File: src/rtl/ysyx_23060061_mem_arbiter_pkg.sv
// Shared types for the IFU/LSU memory arbiter.
// State and owner encodings plus default bus widths.
package ysyx_23060061_mem_arbiter_pkg;

  localparam int DEF_ADDR_W = 32;
  localparam int DEF_DATA_W = 32;

  typedef enum logic [1:0] {
    IDLE = 2'd0,
    REQ  = 2'd1,
    RESP = 2'd2
  } state_e;

  typedef enum logic {
    OWN_IFU = 1'b0,
    OWN_LSU = 1'b1
  } owner_e;

endpackage

File: src/rtl/ysyx_23060061_rr_arb2.sv
// Two-way round-robin grant, combinational.
// Grant bit 0 is IFU, bit 1 is LSU.
module ysyx_23060061_rr_arb2
  import ysyx_23060061_mem_arbiter_pkg::*;
(
  input  logic       i_v_ifu,
  input  logic       i_v_lsu,
  input  owner_e     i_last,
  output logic [1:0] o_grant
);

  always_comb begin
    o_grant = 2'b00;
    unique case (1'b1)
      (i_v_ifu && i_v_lsu):
        o_grant = (i_last == OWN_LSU) ? 2'b01 : 2'b10;
      (i_v_ifu && !i_v_lsu):
        o_grant = 2'b01;
      (!i_v_ifu && i_v_lsu):
        o_grant = 2'b10;
      default:
        o_grant = 2'b00;
    endcase
  end

endmodule

File: src/rtl/ysyx_23060061_mem_arbiter.sv
// Single-outstanding IFU/LSU arbiter onto one memory port.
// IDLE grants, REQ presents the latched request, RESP routes back.
module ysyx_23060061_mem_arbiter
  import ysyx_23060061_mem_arbiter_pkg::*;
#(
  parameter int ADDR_W = DEF_ADDR_W,
  parameter int DATA_W = DEF_DATA_W
) (
  input  logic              clk,
  input  logic              rst,
  input  logic              ifu_req_valid,
  output logic              ifu_req_ready,
  input  logic [ADDR_W-1:0] ifu_addr,
  output logic              ifu_resp_valid,
  input  logic              ifu_resp_ready,
  output logic [DATA_W-1:0] ifu_rdata,
  output logic              ifu_resp_err,
  input  logic              lsu_req_valid,
  output logic              lsu_req_ready,
  input  logic [ADDR_W-1:0] lsu_addr,
  input  logic              lsu_wen,
  input  logic [DATA_W-1:0] lsu_wdata,
  input  logic [3:0]        lsu_wmask,
  output logic              lsu_resp_valid,
  input  logic              lsu_resp_ready,
  output logic [DATA_W-1:0] lsu_rdata,
  output logic              lsu_resp_err,
  output logic              mem_req_valid,
  input  logic              mem_req_ready,
  output logic [ADDR_W-1:0] mem_addr,
  output logic              mem_wen,
  output logic [DATA_W-1:0] mem_wdata,
  output logic [3:0]        mem_wmask,
  input  logic              mem_resp_valid,
  output logic              mem_resp_ready,
  input  logic [DATA_W-1:0] mem_rdata,
  input  logic              mem_resp_err
);

  state_e            r_state;
  state_e            w_state_nxt;
  owner_e            r_owner;
  logic [ADDR_W-1:0] r_addr;
  logic              r_wen;
  logic [DATA_W-1:0] r_wdata;
  logic [3:0]        r_wmask;
  logic [1:0]        w_grant;
  logic              w_take;
  logic              w_in_resp;
  logic              w_own_rdy;

  ysyx_23060061_rr_arb2 u_arb (
    .i_v_ifu (ifu_req_valid),
    .i_v_lsu (lsu_req_valid),
    .i_last  (r_owner),
    .o_grant (w_grant)
  );

  // r_owner doubles as last_owner for the round-robin tie-break
  assign w_take    = rst && (r_state == IDLE) && (|w_grant);
  assign w_in_resp = (r_state == RESP);
  assign w_own_rdy = (r_owner == OWN_LSU) ? lsu_resp_ready
                                          : ifu_resp_ready;

  always_comb begin
    w_state_nxt = r_state;
    unique case (r_state)
      IDLE:    if (w_take) w_state_nxt = REQ;
      REQ:     if (mem_req_ready) w_state_nxt = RESP;
      RESP:    if (mem_resp_valid && w_own_rdy) w_state_nxt = IDLE;
      default: w_state_nxt = IDLE;
    endcase
  end

  always_ff @(posedge clk or negedge rst) begin
    if (!rst) begin
      r_state <= IDLE;
      r_owner <= OWN_LSU;
      r_addr  <= '0;
      r_wen   <= 1'b0;
      r_wdata <= '0;
      r_wmask <= 4'b0000;
    end else begin
      r_state <= w_state_nxt;
      if (w_take) begin
        r_owner <= w_grant[1] ? OWN_LSU : OWN_IFU;
        r_addr  <= w_grant[1] ? lsu_addr : ifu_addr;
        r_wen   <= w_grant[1] && lsu_wen;
        r_wdata <= w_grant[1] ? lsu_wdata : '0;
        r_wmask <= w_grant[1] ? lsu_wmask : 4'b0000;
      end
    end
  end

  always_comb begin
    ifu_req_ready  = w_take && w_grant[0];
    lsu_req_ready  = w_take && w_grant[1];
    mem_req_valid  = (r_state == REQ);
    mem_addr       = r_addr;
    mem_wen        = r_wen;
    mem_wdata      = r_wdata;
    mem_wmask      = r_wmask;
    mem_resp_ready = w_in_resp && w_own_rdy;
    ifu_resp_valid = w_in_resp && (r_owner == OWN_IFU) && mem_resp_valid;
    lsu_resp_valid = w_in_resp && (r_owner == OWN_LSU) && mem_resp_valid;
    ifu_resp_err   = w_in_resp && (r_owner == OWN_IFU) && mem_resp_err;
    lsu_resp_err   = w_in_resp && (r_owner == OWN_LSU) && mem_resp_err;
    ifu_rdata      = mem_rdata;
    lsu_rdata      = mem_rdata;
  end

endmodule

File: config.mk
export PLATFORM = sky130hd
export DESIGN_NAME = ysyx_23060061_mem_arbiter
export DESIGN_NICKNAME = d
export VERILOG_FILES = /design/src/rtl/ysyx_23060061_mem_arbiter_pkg.sv /design/src/rtl/ysyx_23060061_rr_arb2.sv /design/src/rtl/ysyx_23060061_mem_arbiter.sv
export SDC_FILE = /design/constraint.sdc
export NUM_CORES = 1
export LEC_CHECK = 0
export BUFFER_PORTS_ARGS = -buffer_cell sky130_fd_sc_hd__clkbuf_2
export CAP_MARGIN = 10
export CORE_AREA = 2 2 110 112
export CTS_BUF_LIST = sky130_fd_sc_hd__clkbuf_8
export DETAILED_ROUTE_END_ITERATION = 16
export DIE_AREA = 0 0 112 114
export GPL_ROUTABILITY_DRIVEN = 0
export PLACE_DENSITY_LB_ADDON = 0.1
export SYNTH_ARGS = -nofsm -noshare
export SYNTH_HDL_FRONTEND = slang
export SYNTH_SLANG_ARGS = --single-unit
File: constraint.sdc
create_clock -name clk -period 2.2 [get_ports clk]
set_clock_uncertainty 0.05 [all_clocks]
set_input_delay 0.22 -clock clk [delete_from_list [all_inputs] [get_ports clk]]
set_output_delay 0.22 -clock clk [all_outputs]
set_load 0.01 [all_outputs]
==> reports/summary.txt, run 1 <==
outcome: finished clean
CTS sink count: 72
die height: 114 um
Seq/Total Area, Yosys: 0.508
Fmax: 0.489 GHz
initial core utilization: 0.303
syn_nets: 486
Util after Layout: 0.372
average size of a mapped cell: 10.3 um2
number of global-route vias before repair: 2,872
met2 usage: 0.209
Core Area: 11,700 um2
number of I/O pins: 283
critical-path cell list: nor3b_2 -> and3_1 -> clkbuf_2
clock buffer count from CTS: 9
initial antenna violation count: 0
drt wl/cell: 14.4 um
IO Port Bufs: 186
RSZ-0062 raised after global routing: no
PD cells: 1310 nW/um2
Root Driver: clkbuf_8
global-route wire length before repair: 14,000 um
largest net degree at the start of global routing: 73
Worst-path clk slew: 80 ps
overflow left after global routing: 0
family with the most delay on the worst path: simple AND/OR/NAND/NOR gates
Period minus WS final: 2050 ps
maxcap violations: 0
Final period util: 0.930
Setup Slack @ Placement: 449 ps
synth warn: 0
synthesis-stage register bit count: 72
share of cells above drive strength 1: 0.455
Leak: 2.65 nW
1st-iter DRT viols: 184
clk_lat worst skew: 340 ps
# setup viols final: 0
ANT cells: 0
Mapped Cells: 344
Max VDD drop: 0.000520 V
Slew HR: 0.380
DP Wirelength: 6190 um
CTS HTree Levels: 3
Pre-Repair DR Iteration Count: 7
die span in x: 112 um
met1 usage: 0.177
Layout fillers: 1,211
die area: 12,800 um2
placed cell area: 4130 um2
final hold vios: 0
HP Class: in2reg
final WL: 8840 um
Critical Path Fanout Max: 10
PnR Total Power: 5.71 mW
CTS tree: built
slowest cell on the critical path: and3_1
Worst Setup End Kind: primary output
count of different cell masters after synthesis: 21
Final ANT Viol Nets: 0
NumNets Final: 605
Post-Syn Area: 3550 um2
hold slack final: 30.0 ps
drt drc: 0
cell row count: 40
Clock Path Buffers: 2
area delta synth->final: 22.8%
Final Non-Filler Cells: 615
Final Cell Area: 4360 um2
Sum Neg Setup Slack: 0 ps
via density per instance: 4.57
critical path required time: 1930 ps
Largest stage delay, worst path: 490 ps
crit path buf inv count: 1
via count: 2,809
crit path DAT: 1780 ps
Placed Cells: 599
Final WS setup: 153 ps
worst-margin pin slew: 930 ps
crit path kind: reg2out
Pins Over Slew Limit: 0
global routing's busiest layer: met2
GRT met3 Usage: 0.0611
Tot GR Track Use: 0.138
CP Launch Type: register
==> worst paths after layout <==
kind,cells after the start,slack (ps),to,from
worst max-delay path,3,150,ifu_req_ready,r_state[0]
worst min-delay path,2,30,r_state[0],mem_req_ready
worst max register to register,4,430,mem_addr[2],r_state[0]
worst min register to register,1,450,mem_wdata[0],mem_wdata[0]
max in group asynchronous,2,1450,mem_wdata[3],rst
min in group asynchronous,2,50,mem_addr[24],rst
==> kinds of logic after synthesis <==
family,Yosys count,share of synthesized area
AO/OA/AOI/OAI,73,0.188
multiplexers,1,0.00282
AND/OR/NAND/NOR,16,0.0275
flip-flops,72,0.508
buffers and inverters,182,0.274
==> worst register-to-register path, delay by kind of cell (launching register included) <==
kind / cells / cell delay [ps]
and+or+nand+nor: 2 / 790
buffers and inverters: 1 / 230
AOI/OAI and AO/OA: 1 / 120
DFF: 1 / 420
==> synth_stat cells <==
cell | n | share of area
inv_1 | 98 | 0.10
dfrtp_1 | 71 | 0.50
buf_4 | 64 | 0.14
a22o_1 | 37 | 0.091
a222oi_1 | 32 | 0.090
buf_2 | 8 | 0.011
clkbuf_1 | 7 | 0.0074
buf_6 | 5 | 0.016
nand2_1 | 5 | 0.0053
and3_1 | 4 | 0.0071
nor2b_1 | 2 | 0.0035
o21ai_0 | 2 | 0.0028
a21o_1 | 1 | 0.0021
dfstp_2 | 1 | 0.0074
mux2i_1 | 1 | 0.0028
nand2b_1 | 1 | 0.0018
nand2b_4 | 1 | 0.0039
nor2_1 | 1 | 0.0011
nor3_1 | 1 | 0.0014
nor3b_2 | 1 | 0.0035
o21ai_1 | 1 | 0.0014
==> power breakdown <==
| group | total (mW) | switching, mW | leakage [nW] | internal [mW] |
|---|---|---|---|---|
| logic | 2.22 | 1.15 | 1.67 | 1.07 |
| clock network | 1.15 | 0.513 | 0.113 | 0.640 |
| registers | 2.35 | 0.375 | 0.864 | 1.97 |
| total | 5.71 | 2.04 | 2.65 | 3.68 |
==> registers in the layout (all words and copies together), names as in the netlist <==
signal and cells:
r_state 2, mem_addr 32, mem_wen 1, mem_wdata 32, r_owner 1, mem_wmask 4
==> repair_timing <==
item / CTS / global route
endpoints found under the setup margin: 0 / 1
gates resized for setup: 0 / 1
hold buffers: 0 / 0
buffers inserted: 0 / 0
hold endpoints to repair: 0 / 0
==> routing by layer <==
layer,up-vias,part of all wire
met4,0,0.017
li1,1309,-
met1,1317,0.42
met2,165,0.45
met5,-,0
met3,18,0.12
==> cell usage in the layout (no fill, tap or decap) <==
master,netlist,final
dfrtp_1,71,71
buf_4,64,5
nor2_1,1,1
nand2_1,5,5
buf_6,5,1
dfstp_2,1,1
a222oi_1,32,32
clkinv_4,0,3
clkbuf_8,0,9
o21ai_0,2,2
clkbuf_2,0,185
bufinv_16,0,2
o21ai_4,0,1
and3_1,4,3
and3_2,0,1
a22o_1,37,37
inv_1,98,98
nor3_1,1,1
nor2b_1,2,2
nand2b_1,1,1
a21o_1,1,1
nand2b_4,1,1
clkinv_2,0,2
buf_12,0,1
nor3b_2,1,1
mux2i_1,1,1
==> layout make-up <==
class / count / area (um2) / area share
clock buffer: 9 / 124 / 0.0284
clock inverter: 7 / 96.3 / 0.0221
inverter: 98 / 368 / 0.0844
multi-input combinational: 90 / 787 / 0.181
sequential: 72 / 1800 / 0.414
tap: 147 / 184 / 0.0422
timing repair buffer: 192 / 995 / 0.228
Note: power is estimated with default switching activity, not from simulation.
==> run 2, diff against run 1 <==
--- a/config.mk
+++ b/config.mk
@@ -13,6 +13,7 @@
 export DIE_AREA = 0 0 112 114
 export GPL_ROUTABILITY_DRIVEN = 0
 export PLACE_DENSITY_LB_ADDON = 0.1
+export RECOVER_POWER = 100
 export SYNTH_ARGS = -nofsm -noshare
 export SYNTH_HDL_FRONTEND = slang
 export SYNTH_SLANG_ARGS = --single-unit
==> run 2 against run 1 <==
Clock power hardly changed. Combinational power is 7% lower. The flow now finishes with violations (capacitance limit, slew limit). Sequential power hardly changed. Utilization is 0.83 points lower. Largest power group unchanged. Sequential share of layout area is 0.95 points higher. Final area is 2.2% lower.
==> reports/summary.txt, run 2 (synthesized netlist as in run 1, its figures left out) <==
outcome: finished with violations
failing checks: capacitance limit, slew limit
Tot GR Track Use: 0.138
initial antenna violation count: 0
post_cts resized: 0
Largest stage delay, worst path: 490 ps
maxcap violations: 1
CTS sink count: 72
CTS tree: built
final hold vios: 0
global-route wire length before repair: 14,000 um
crit path DAT: 1770 ps
# setup viols final: 0
Final period util: 0.928
Core Area: 11,700 um2
cell row count: 40
CP Launch Type: register
Final ANT Viol Nets: 0
placed cell area: 4130 um2
NumNets Final: 605
Layout fillers: 1,251
die area: 12,800 um2
drt wl/cell: 14.4 um
commonest non-fill, non-tap cells in the layout: clkbuf_2 (110), inv_1 (98), clkbuf_1 (76)
number of I/O pins: 283
Fmax: 0.490 GHz
Clock Path Buffers: 2
1st-iter DRT viols: 174
PD cells: 1300 nW/um2
Final Cell Area: 4260 um2
die height: 114 um
crit path buf inv count: 1
Placed Cells: 599
Setup Slack @ Placement: 449 ps
Slew HR: -0.200
Final Non-Filler Cells: 615
PnR Total Power: 5.55 mW
ANT cells: 0
DP Wirelength: 6190 um
Pins Over Slew Limit: 73
clock buffer count from CTS: 9
area delta synth->final: 20.0%
via count: 2,812
critical path required time: 1930 ps
Root Driver: clkbuf_8
Period minus WS final: 2040 ps
drt drc: 0
HP Class: in2reg
number of global-route vias before repair: 2,872
crit path kind: reg2out
Critical Path Fanout Max: 10
post-CTS setup buffer count: 0
slowest cell on the critical path: and3_1
final WL: 8860 um
IO Port Bufs: 186
critical-path cell list: nor3b_2 -> and3_1 -> clkbuf_2
post-cts hold buffer count: 0
Max VDD drop: 0.000501 V
Sum Neg Setup Slack: 0 ps
commonest non-fill, non-tap cell in the layout: clkbuf_2
RSZ-0062 raised after global routing: no
Worst-path clk slew: 80 ps
Final WS setup: 159 ps
via density per instance: 4.57
Worst Setup End Kind: primary output
initial core utilization: 0.303
share of cells above drive strength 1: 0.293
family with the most delay on the worst path: simple AND/OR/NAND/NOR gates
overflow left after global routing: 0
Pre-Repair DR Iteration Count: 8
clk_lat worst skew: 340 ps
die span in x: 112 um
CTS HTree Levels: 3
Leak: 2.42 nW
largest net degree at the start of global routing: 73
worst-margin pin slew: 1800 ps
## run 2: layout make-up
type                       count  area [um2]  share of cell area
sequential                    72        1800               0.423
timing repair buffer         192         897               0.211
multi-input combinational     90         787               0.185
inverter                      98         368              0.0864
tap                          147         184              0.0432
clock buffer                   9         124              0.0291
clock inverter                 7        96.3              0.0226
## run 2: layer usage
metal / routed length [um] / vias up / share of wire / track usage
met2: 3960 / 160 / 0.45 / 0.209
met5: 0 / - / 0 / 0
met1: 3790 / 1324 / 0.43 / 0.177
met4: 146 / 0 / 0.016 / 0.0488
li1: - / 1310 / - / -
met3: 965 / 18 / 0.11 / 0.0611
## run 2: where the power goes
part	internal (mW)	switching, mW
Combinational	0.904	1.16
Sequential	1.97	0.370
Clock	0.640	0.511
## run 2: metrics by stage
stage / hold slack, ps / util
3_3_place_gp: 385 / 0.353
3_5_place_dp: 390 / 0.353
4_1_cts: 3.02 / 0.372
5_1_grt: 1.57 / 0.364
6_report: 30.0 / 0.364
2_1_floorplan: -126 / -
## run 2: final timing paths
check | start | endpoint | slack, ps | cells past startpoint
worst min-delay path | mem_req_ready | r_state[0] | 30 | 2
max in group asynchronous | rst | mem_wdata[24] | 620 | 2
worst max-delay path | r_state[0] | ifu_req_ready | 160 | 3
min in group asynchronous | rst | mem_addr[24] | 430 | 2
worst max register to register | r_state[0] | mem_addr[3] | 440 | 4
worst min register to register | mem_wdata[13] | mem_wdata[13] | 450 | 1
## run 2: worst register-to-register path, stage by stage, from the launching register on
cell and delay, ps:
dfrtp_1 420, nor3b_2 310, and3_1 490, buf_12 230, a222oi_1 130
